==> src/rtl/issue_scoreboard.sv <==
// Register-hazard scoreboard: per-register outstanding-write counters gate uop issue.
// Latency: hold/issue combinational; counters/flags update one edge later. Backpressure: source_not_ready holds decode.
module issue_scoreboard #(
  parameter int REG_ADDR_WIDTH = 5,
  parameter int NUM_REGS       = 32,
  parameter int CNT_WIDTH      = 2,
  parameter int TIMEOUT        = 64
) (
  input  logic                      clk,
  input  logic                      reset_n,
  input  logic                      system_flush,
  input  logic                      system_stall,
  input  logic                      uop_valid_decode,
  input  logic [REG_ADDR_WIDTH-1:0] rs1,
  input  logic [REG_ADDR_WIDTH-1:0] rs2,
  input  logic [REG_ADDR_WIDTH-1:0] rd,
  input  logic                      rs1_valid,
  input  logic                      rs2_valid,
  input  logic                      rd_valid,
  input  logic                      wb_valid,
  input  logic [REG_ADDR_WIDTH-1:0] wb_rd,
  output logic                      source_not_ready,
  output logic                      issue_fire,
  output logic [NUM_REGS-1:0]       busy_vec,
  output logic [7:0]                inflight_total,
  output logic                      hazard_timeout,
  output logic                      wb_underflow
);

  localparam int HZ_W = $clog2(TIMEOUT + 1);
  localparam logic [CNT_WIDTH-1:0] CNT_MAX = '1;
  localparam logic [HZ_W-1:0] HZ_MAX = HZ_W'(TIMEOUT);

  logic [CNT_WIDTH-1:0] cnt [NUM_REGS];
  logic [HZ_W-1:0]      hz_cnt;
  logic raw1, raw2, sat, inc, dec, udf;

  always_comb begin
    raw1 = rs1_valid && (rs1 != '0) && (cnt[rs1] != '0);
    raw2 = rs2_valid && (rs2 != '0) && (cnt[rs2] != '0);
    sat  = rd_valid  && (rd  != '0) && (cnt[rd] == CNT_MAX);
    source_not_ready = uop_valid_decode && (raw1 || raw2 || sat) && !system_flush;
    issue_fire = uop_valid_decode && !source_not_ready && !system_stall && !system_flush;
    inc = issue_fire && rd_valid && (rd != '0);
    // Writeback only retires a real outstanding write; a zero counter flags an error instead.
    dec = wb_valid && (wb_rd != '0) && (cnt[wb_rd] != '0);
    udf = wb_valid && (wb_rd != '0) && (cnt[wb_rd] == '0);
  end

  always_comb begin
    busy_vec = '0;
    for (int i = 1; i < NUM_REGS; i++) begin
      busy_vec[i] = (cnt[i] != '0);
    end
  end

  always_ff @(posedge clk or negedge reset_n) begin
    if (!reset_n) begin
      for (int i = 0; i < NUM_REGS; i++) cnt[i] <= '0;
    end else if (system_flush) begin
      for (int i = 0; i < NUM_REGS; i++) cnt[i] <= '0;
    end else begin
      for (int i = 1; i < NUM_REGS; i++) begin
        // An issue and a retire on the same register cancel out.
        if (inc && (rd == REG_ADDR_WIDTH'(i)) && !(dec && (wb_rd == REG_ADDR_WIDTH'(i))))
          cnt[i] <= cnt[i] + 1'b1;
        else if (dec && (wb_rd == REG_ADDR_WIDTH'(i)) && !(inc && (rd == REG_ADDR_WIDTH'(i))))
          cnt[i] <= cnt[i] - 1'b1;
      end
    end
  end

  always_ff @(posedge clk or negedge reset_n) begin
    if (!reset_n) begin
      inflight_total <= '0;
      hz_cnt         <= '0;
      hazard_timeout <= 1'b0;
      wb_underflow   <= 1'b0;
    end else if (system_flush) begin
      inflight_total <= '0;
      hz_cnt         <= '0;
      hazard_timeout <= 1'b0;
      wb_underflow   <= 1'b0;
    end else begin
      inflight_total <= inflight_total + 8'(inc) - 8'(dec);
      if (!source_not_ready)
        hz_cnt <= '0;
      else if (hz_cnt != HZ_MAX)
        hz_cnt <= hz_cnt + 1'b1;
      if (hz_cnt == HZ_MAX)
        hazard_timeout <= 1'b1;
      if (udf)
        wb_underflow <= 1'b1;
    end
  end

endmodule

==> config.mk <==
export PLATFORM = sky130hd
export DESIGN_NAME = issue_scoreboard
export DESIGN_NICKNAME = d
export VERILOG_FILES = /design/src/rtl/issue_scoreboard.sv
export SDC_FILE = /design/constraint.sdc
export NUM_CORES = 1
export LEC_CHECK = 0
export ABC_AREA = 1
export CORE_AREA = 2 2 149 151
export DETAILED_ROUTE_END_ITERATION = 8
export DIE_AREA = 0 0 151 153
export PLACE_DENSITY_LB_ADDON = 0.08
export SLEW_MARGIN = 20
export SYNTH_ARGS = -nofsm -noshare
export SYNTH_HDL_FRONTEND = slang
export SYNTH_SLANG_ARGS = --single-unit
==> constraint.sdc <==
create_clock -name clk -period 4.1 [get_ports clk]
set_input_delay 0.82 -clock clk [delete_from_list [all_inputs] [get_ports clk]]
set_output_delay 0.82 -clock clk [all_outputs]
set_load 0.05 [all_outputs]
Word level (Yosys, flattened, before mapping):

Index checks and enable logic that the tools add are counted.

* shifts and indexed selects: 0
* eq/ne operators: 66
* $mul: 0
* order comparisons: 4
* mux-type cells: 83
* div/mod/pow operators: 0
* reductions and logical operators: 279
* bitwise logic cells: 4
* add/sub/neg operators: 65

Operators with widths (number)
* equality test 5 bit, second input constant: 32
* logical AND 1 bit: 140
* two-way mux 2 bit: 70
* nonzero test 3 bit: 31
* equality test 5 x 4 -> 1 bit, second input constant: 16
* nonzero test 2 bit: 36
* zero test 1 bit: 65
* adder 2 x 1 -> 2 bit, second input constant: 31
* two-way mux 62 bit: 1
* subtractor 2 x 1 -> 2 bit, second input constant: 31
* binary-select mux 2 bit (select 5 bit): 4
* equality test 5 x 3 -> 1 bit, second input constant: 8
* greater-or-equal comparator 6 bit, second input constant: 4
* NOT 5 -> 6 bit: 4
* two-way mux 7 bit: 3
* equality test 5 x 2 -> 1 bit, second input constant: 4
* nonzero test 5 bit: 4
* equality test 5 x 1 -> 1 bit, second input constant: 2
* adder 8 x 1 -> 8 bit: 1
* two-way mux 8 bit: 1
* subtractor 8 x 1 -> 8 bit: 1
* adder 7 x 1 -> 7 bit, second input constant: 1
* equality test 7 bit, second input constant: 1
* inequality test 7 bit, second input constant: 1
* 5 further kinds: 9

* memories: 0
* output and inout port bits: 44
* word-level logic and storage cells: 536
* latch bits: 0
* bits of input ports: 29
* register bits: 79
* bits in writable memories: 0
* bits in read-only memories: 0

Depth between registers and ports, before layout:

* word-level depth: 22
* gate-level depth with buffers: 32

Worst setup path before layout:

OpenSTA, ideal clock, no wires.

* path kind: input-to-reg
* from: in rd[0]
* to: reg inflight_total[7]
* slack: 0.144 ns
* buffers on the path: 2
* data arrival time: 3.824 ns
* cell stages on the path: 28
* cells stage by stage: buf_4 -> nor2_2 -> inv_1 -> nor2_2 -> nand2_1 -> nand2_1 -> inv_1 -> nand3_1 -> inv_2 -> nor2_8 -> nand3_4 -> buf_6 -> ha_1 -> inv_1 -> ha_1 -> nand2_1 -> nor2_1 -> a211oi_1 -> nor2_1 -> nor2_1 -> nor2_1 -> nor2_1 -> nor2_1 -> nor2_1 -> inv_1 -> a21oi_1 -> xor2_1 -> nor2_1

* cells in the longest elaborated chain, start to end: 18

Ends and longest elaborated chain
* from (decl): line 16 `input logic [REG_ADDR_WIDTH-1:0] rd,`
* NOT 5 -> 6 bit (not written as such): line 41 `sat = rd_valid && (rd != '0) && (cnt[rd] == CNT_MAX);`
* binary-select mux 2 bit (select 5 bit): line 41
* two-way mux 2 bit (not written as such) (2 in series): line 41
* equality test 2 bit: line 41
* logical AND 1 bit: line 41
* logical OR 1 bit: line 42 `source_not_ready = uop_valid_decode && (raw1 || raw2 || sat) && !system_flush;`
* logical AND 1 bit (2 in series): line 42
* zero test 1 bit
* logical AND 1 bit (3 in series): line 43 `issue_fire = uop_valid_decode && !source_not_ready && !system_stall && !system_flush;`
* logical AND 1 bit: line 44 `inc = issue_fire && rd_valid && (rd != '0);`
* logical AND 1 bit (*): line 44
* adder 8 x 1 -> 8 bit (*): line 85 `inflight_total <= inflight_total + 8'(inc) - 8'(dec);`
* subtractor 8 x 1 -> 8 bit (*): line 85
* two-way mux 8 bit (*): line 79 `end else if (system_flush) begin`
* to (signal assigned): line 85
* to (decl): line 25 `output logic [7:0] inflight_total,`

Mark *: on every way between the ends. The rest lies on a longest branch, timed or not. The select of a mux whose other input is x is not followed.
A chain may end at the register's enable or synchronous reset.

Final worst setup path:

* from: in wb_rd[3]
* to: reg inflight_total[7]

* cells in the longest elaborated chain, start to end: 8

Ends and longest elaborated chain
* from (decl): line 21 `input logic [REG_ADDR_WIDTH-1:0] wb_rd,`
* NOT 5 -> 6 bit (not written as such): line 46 `dec = wb_valid && (wb_rd != '0) && (cnt[wb_rd] != '0);`
* binary-select mux 2 bit (select 5 bit): line 46
* two-way mux 2 bit (not written as such) (2 in series): line 46
* nonzero test 2 bit: line 46
* logical AND 1 bit (*): line 46
* subtractor 8 x 1 -> 8 bit (*): line 85
* two-way mux 8 bit (*): line 79

Marked as above.

==> key figures <==
Status
  • Status: finished clean

Die
  • Chip height: 153 µm
  • Core Rows: 54
  • Die width: 151 µm
  • Die area: 0.02310 mm²
  • Core area: 0.02149 mm²
  • Initial core utilization: 34.65%
  • Boundary Pins: 73

Detailed routing
  • Residual DRC: 0
  • Final wirelength: 29680 µm
  • Initial DRT Pass Iterations: 5
  • Initial DRC Count: 756
  • Avg WL per Cell: 17.21 µm
  • Via density: 5.121
  • Post-route antenna net violation count: 0
  • Via Count: 8828

Setup path
  • Worst Path Max Fanout: 4
  • Startpoint types: input port
  • Critical path class: in2reg
  • Worst path required time: 4320 ps
  • Endpoint type of the worst setup path: flip-flop
  • R2R Setup Slk: 410 ps
  • Arrival time worst endpoint: 4010 ps

Timing
  • Worst Skew: 10.88 ps
  • Slew @ Worst Pin: 978.5 ps
  • Setup TNS: 0 ps
  • Slew headroom: 34.77%
  • Final hold viol count: 0
  • Slew Viols, Final: 0
  • Min Clock Period, post-route: 3791 ps
  • Hold slack: 496.0 ps
  • Max Freq: 263.8 MHz
  • Final setup fails: 0
  • Final period util: 92.46%

Yosys
  • Count of cell types in the netlist: 41
  • Seq/Total Area, Yosys: 26.55%
  • Syn_nets: 1341
  • Yosys warnings: 0
  • Post-synth design cell area: 0.007445 mm²
  • FF+latch count, synth: 79
  • Syn Inst Count: 1301
  • Syn Area/Cell: 5.722 µm²

Clocking
  • Clk root buf: clkbuf_16
  • TritonCTS clock tree: built
  • Htree depth: 3
  • CTS sink cnt: 79
  • Hold-fix buffers, CTS: 0
  • Worst-skew pair later-pin latency: 360 ps
  • Reg clk slew, reported paths: 70 ps
  • Max clock buf depth: 2
  • TritonCTS Buffers: 9

Pwr
  • Clk pwr share: 23.2%
  • P_leak: 5.011 nW
  • VDD IR-drop max: 190.0 µV
  • Sequential Power Share: 27.7%
  • P_int: 0.002152 W
  • Power Density: 416.6 mW/mm²
  • Net Sw Frac: 46.00%
  • P_sw: 0.001833 W
  • Comb pwr share: 49.1%

GRT
  • First-pass GRT wire length: 45780 µm
  • Gr usage total: 26.01%
  • Initial antenna violation count: 0
  • Overflow after GRT: 0
  • Vias in the first global route: 8085
  • Largest net degree at the start of global routing: 70

Place
  • Placer Congestion: 0.9463
  • Hpwl dp: 22720 µm
  • PortBufs: 71
  • Placed Area: 0.009096 mm²
  • Dpl cells: 1709

Cells and area
  • Antenna cells: 0
  • Most frequent cells in the layout: nand2_1, nor2_1, inv_1, nand3_1, buf_4
  • Finished Core Util: 44.53%
  • Post-Layout Cell Count: 1724
  • Commonest non-fill, non-tap cell in the layout: nand2_1
  • FILL cells: 2352
  • Finished Cell Area: 0.009567 mm²
  • NumNets Final: 1481
  • Register area: 0.001977 mm²
  • Multi-input logic area: 0.004755 mm²
  • Area grow syn2layout: 28.50%
  • Layout cells sized above 1: 12.81%

Worst hold path
  • Hold Path Class: reg2reg

Run
  • Maxcap violations: 0
==> metal layers <==
| metal | GRT usage [%] | vias to the layer above | wire length, µm | part of all wire, % |
|---|---|---|---|---|
| li1 | - | 4427 | - | - |
| met2 | 40.11 | 310 | 12890 | 43 |
| met4 | 8.411 | 0 | 778 | 2.6 |
| met3 | 3.284 | 46 | 1935 | 6.5 |
| met5 | 0 | - | 0 | 0 |
| met1 | 37.58 | 4045 | 14070 | 47 |
==> flip-flops by register name, indices dropped and copies added (netlist names) <==
signal          count
hazard_timeout      1
hz_cnt              7
wb_underflow        1
cnt                62
inflight_total      8
==> final timing paths <==
kind	from	to	cells after the start
setup / recovery	wb_rd[3]	inflight_total[7]	22
hold / removal	hazard_timeout	hazard_timeout	1
setup reg to reg	cnt[12]	inflight_total[7]	24
hold reg to reg	hazard_timeout	hazard_timeout	1
max in group asynchronous	reset_n	cnt[24]	2
min in group asynchronous	reset_n	cnt[31]	1
==> area by class of cell <==
| cell class | instances | share of cell area, % |
|---|---|---|
| Clock inverter | 3 | 0.7063 |
| Multi-Input combinational cell | 1014 | 49.70 |
| Clock buffer | 11 | 2.642 |
| Inverter | 165 | 6.566 |
| Timing Repair Buffer | 172 | 16.06 |
| Sequential cell | 79 | 20.66 |
| Tap cell | 280 | 3.662 |
==> cell usage after synthesis <==
cell | count | share of area, %
or2_0 | 1 | 0.084
nor2_2 | 6 | 0.50
nor4_1 | 1 | 0.084
buf_6 | 4 | 0.60
conb_1 | 1 | 0.050
ha_1 | 10 | 1.7
nor2_1 | 189 | 9.5
buf_4 | 3 | 0.30
a22oi_1 | 2 | 0.20
a211oi_1 | 1 | 0.10
nor3_1 | 11 | 0.74
xnor2_1 | 2 | 0.24
o21ai_1 | 15 | 1.0
nand2_1 | 471 | 24
buf_2 | 11 | 0.74
nand3b_1 | 4 | 0.40
nand3_1 | 148 | 9.9
xor2_1 | 3 | 0.35
inv_2 | 6 | 0.30
nand4_1 | 66 | 5.5
fa_1 | 1 | 0.27
clkbuf_1 | 19 | 0.96
o21a_1 | 2 | 0.20
o21ai_0 | 21 | 1.4
o41ai_1 | 1 | 0.12
inv_1 | 159 | 8.0
buf_1 | 6 | 0.30
nand2_2 | 1 | 0.084
nand3_4 | 1 | 0.24
a22o_1 | 1 | 0.12
o21bai_1 | 5 | 0.50
nor3b_1 | 1 | 0.10
dfrtp_1 | 79 | 27
a21oi_1 | 22 | 1.5
nor2_8 | 1 | 0.27
and2_0 | 1 | 0.084
o22ai_1 | 7 | 0.59
nor2_4 | 2 | 0.30
o21bai_2 | 9 | 1.4
o211ai_1 | 2 | 0.20
nand3_2 | 5 | 0.67
==> kinds of logic (layout without fill, tap and decap cells) <==
| kind of cell | after synthesis | after routing | synth area share [%] |
|---|---|---|---|
| and+or+nand+nor | 909 | 909 | 52.34 |
| buffers and inverters | 208 | 351 | 11.23 |
| AOI/OAI and AO/OA | 88 | 88 | 7.294 |
| DFF | 79 | 79 | 26.55 |
| adders and majority gates | 11 | 11 | 1.950 |
| xor gates and xnor gates | 5 | 5 | 0.5883 |
| other | 1 | 1 | 0.05037 |
==> power groups by stage <==
stage / logic (W) / clock network, W / registers, W
after floorplan: 0.00114 / 0 / 0.00114
after global placement: 0.00189 / 0 / 0.00112
after detailed placement: 0.00190 / 0 / 0.00111
after CTS: 0.00192 / 0.000943 / 0.00110
after global routing: 0.00215 / 0.000974 / 0.00113
final: 0.00196 / 0.000924 / 0.00111
==> what timing repair did <==
action                     4_1_cts  5_1_grt
pin swaps                        0       17
cloned                           0        0
setup endpoints to repair        2        4
buffers inserted                 0        1
gates resized for setup          5       56
==> worst max-delay path: stages <==
cell and delay (ps):
clkdlybuf4s50_1 470, buf_4 170, nor2_2 160, nand2_1 100, o21ai_0 410, nor2_4 80, ha_2 320, inv_1 40
ha_1 170, inv_2 60, nor2_1 50, a211oi_2 250, nor2_1 70, nor2_1 110, nor2_1 60, nor2_1 110
nor2_1 60, nor2_1 100, inv_1 50, a21oi_2 140, xor2_1 150, nor2_1 60
==> per-stage QoR <==
stage | power (W) | setup slack, ps
after floorplan | 0.002289 | 144.0
after global placement | 0.003010 | -399.8
after detailed placement | 0.003015 | -416.7
after CTS | 0.003959 | 32.16
after global routing | 0.004252 | -47.57
final | 0.003985 | 309.1
No activity file was read; power rests on OpenSTA's default activity.
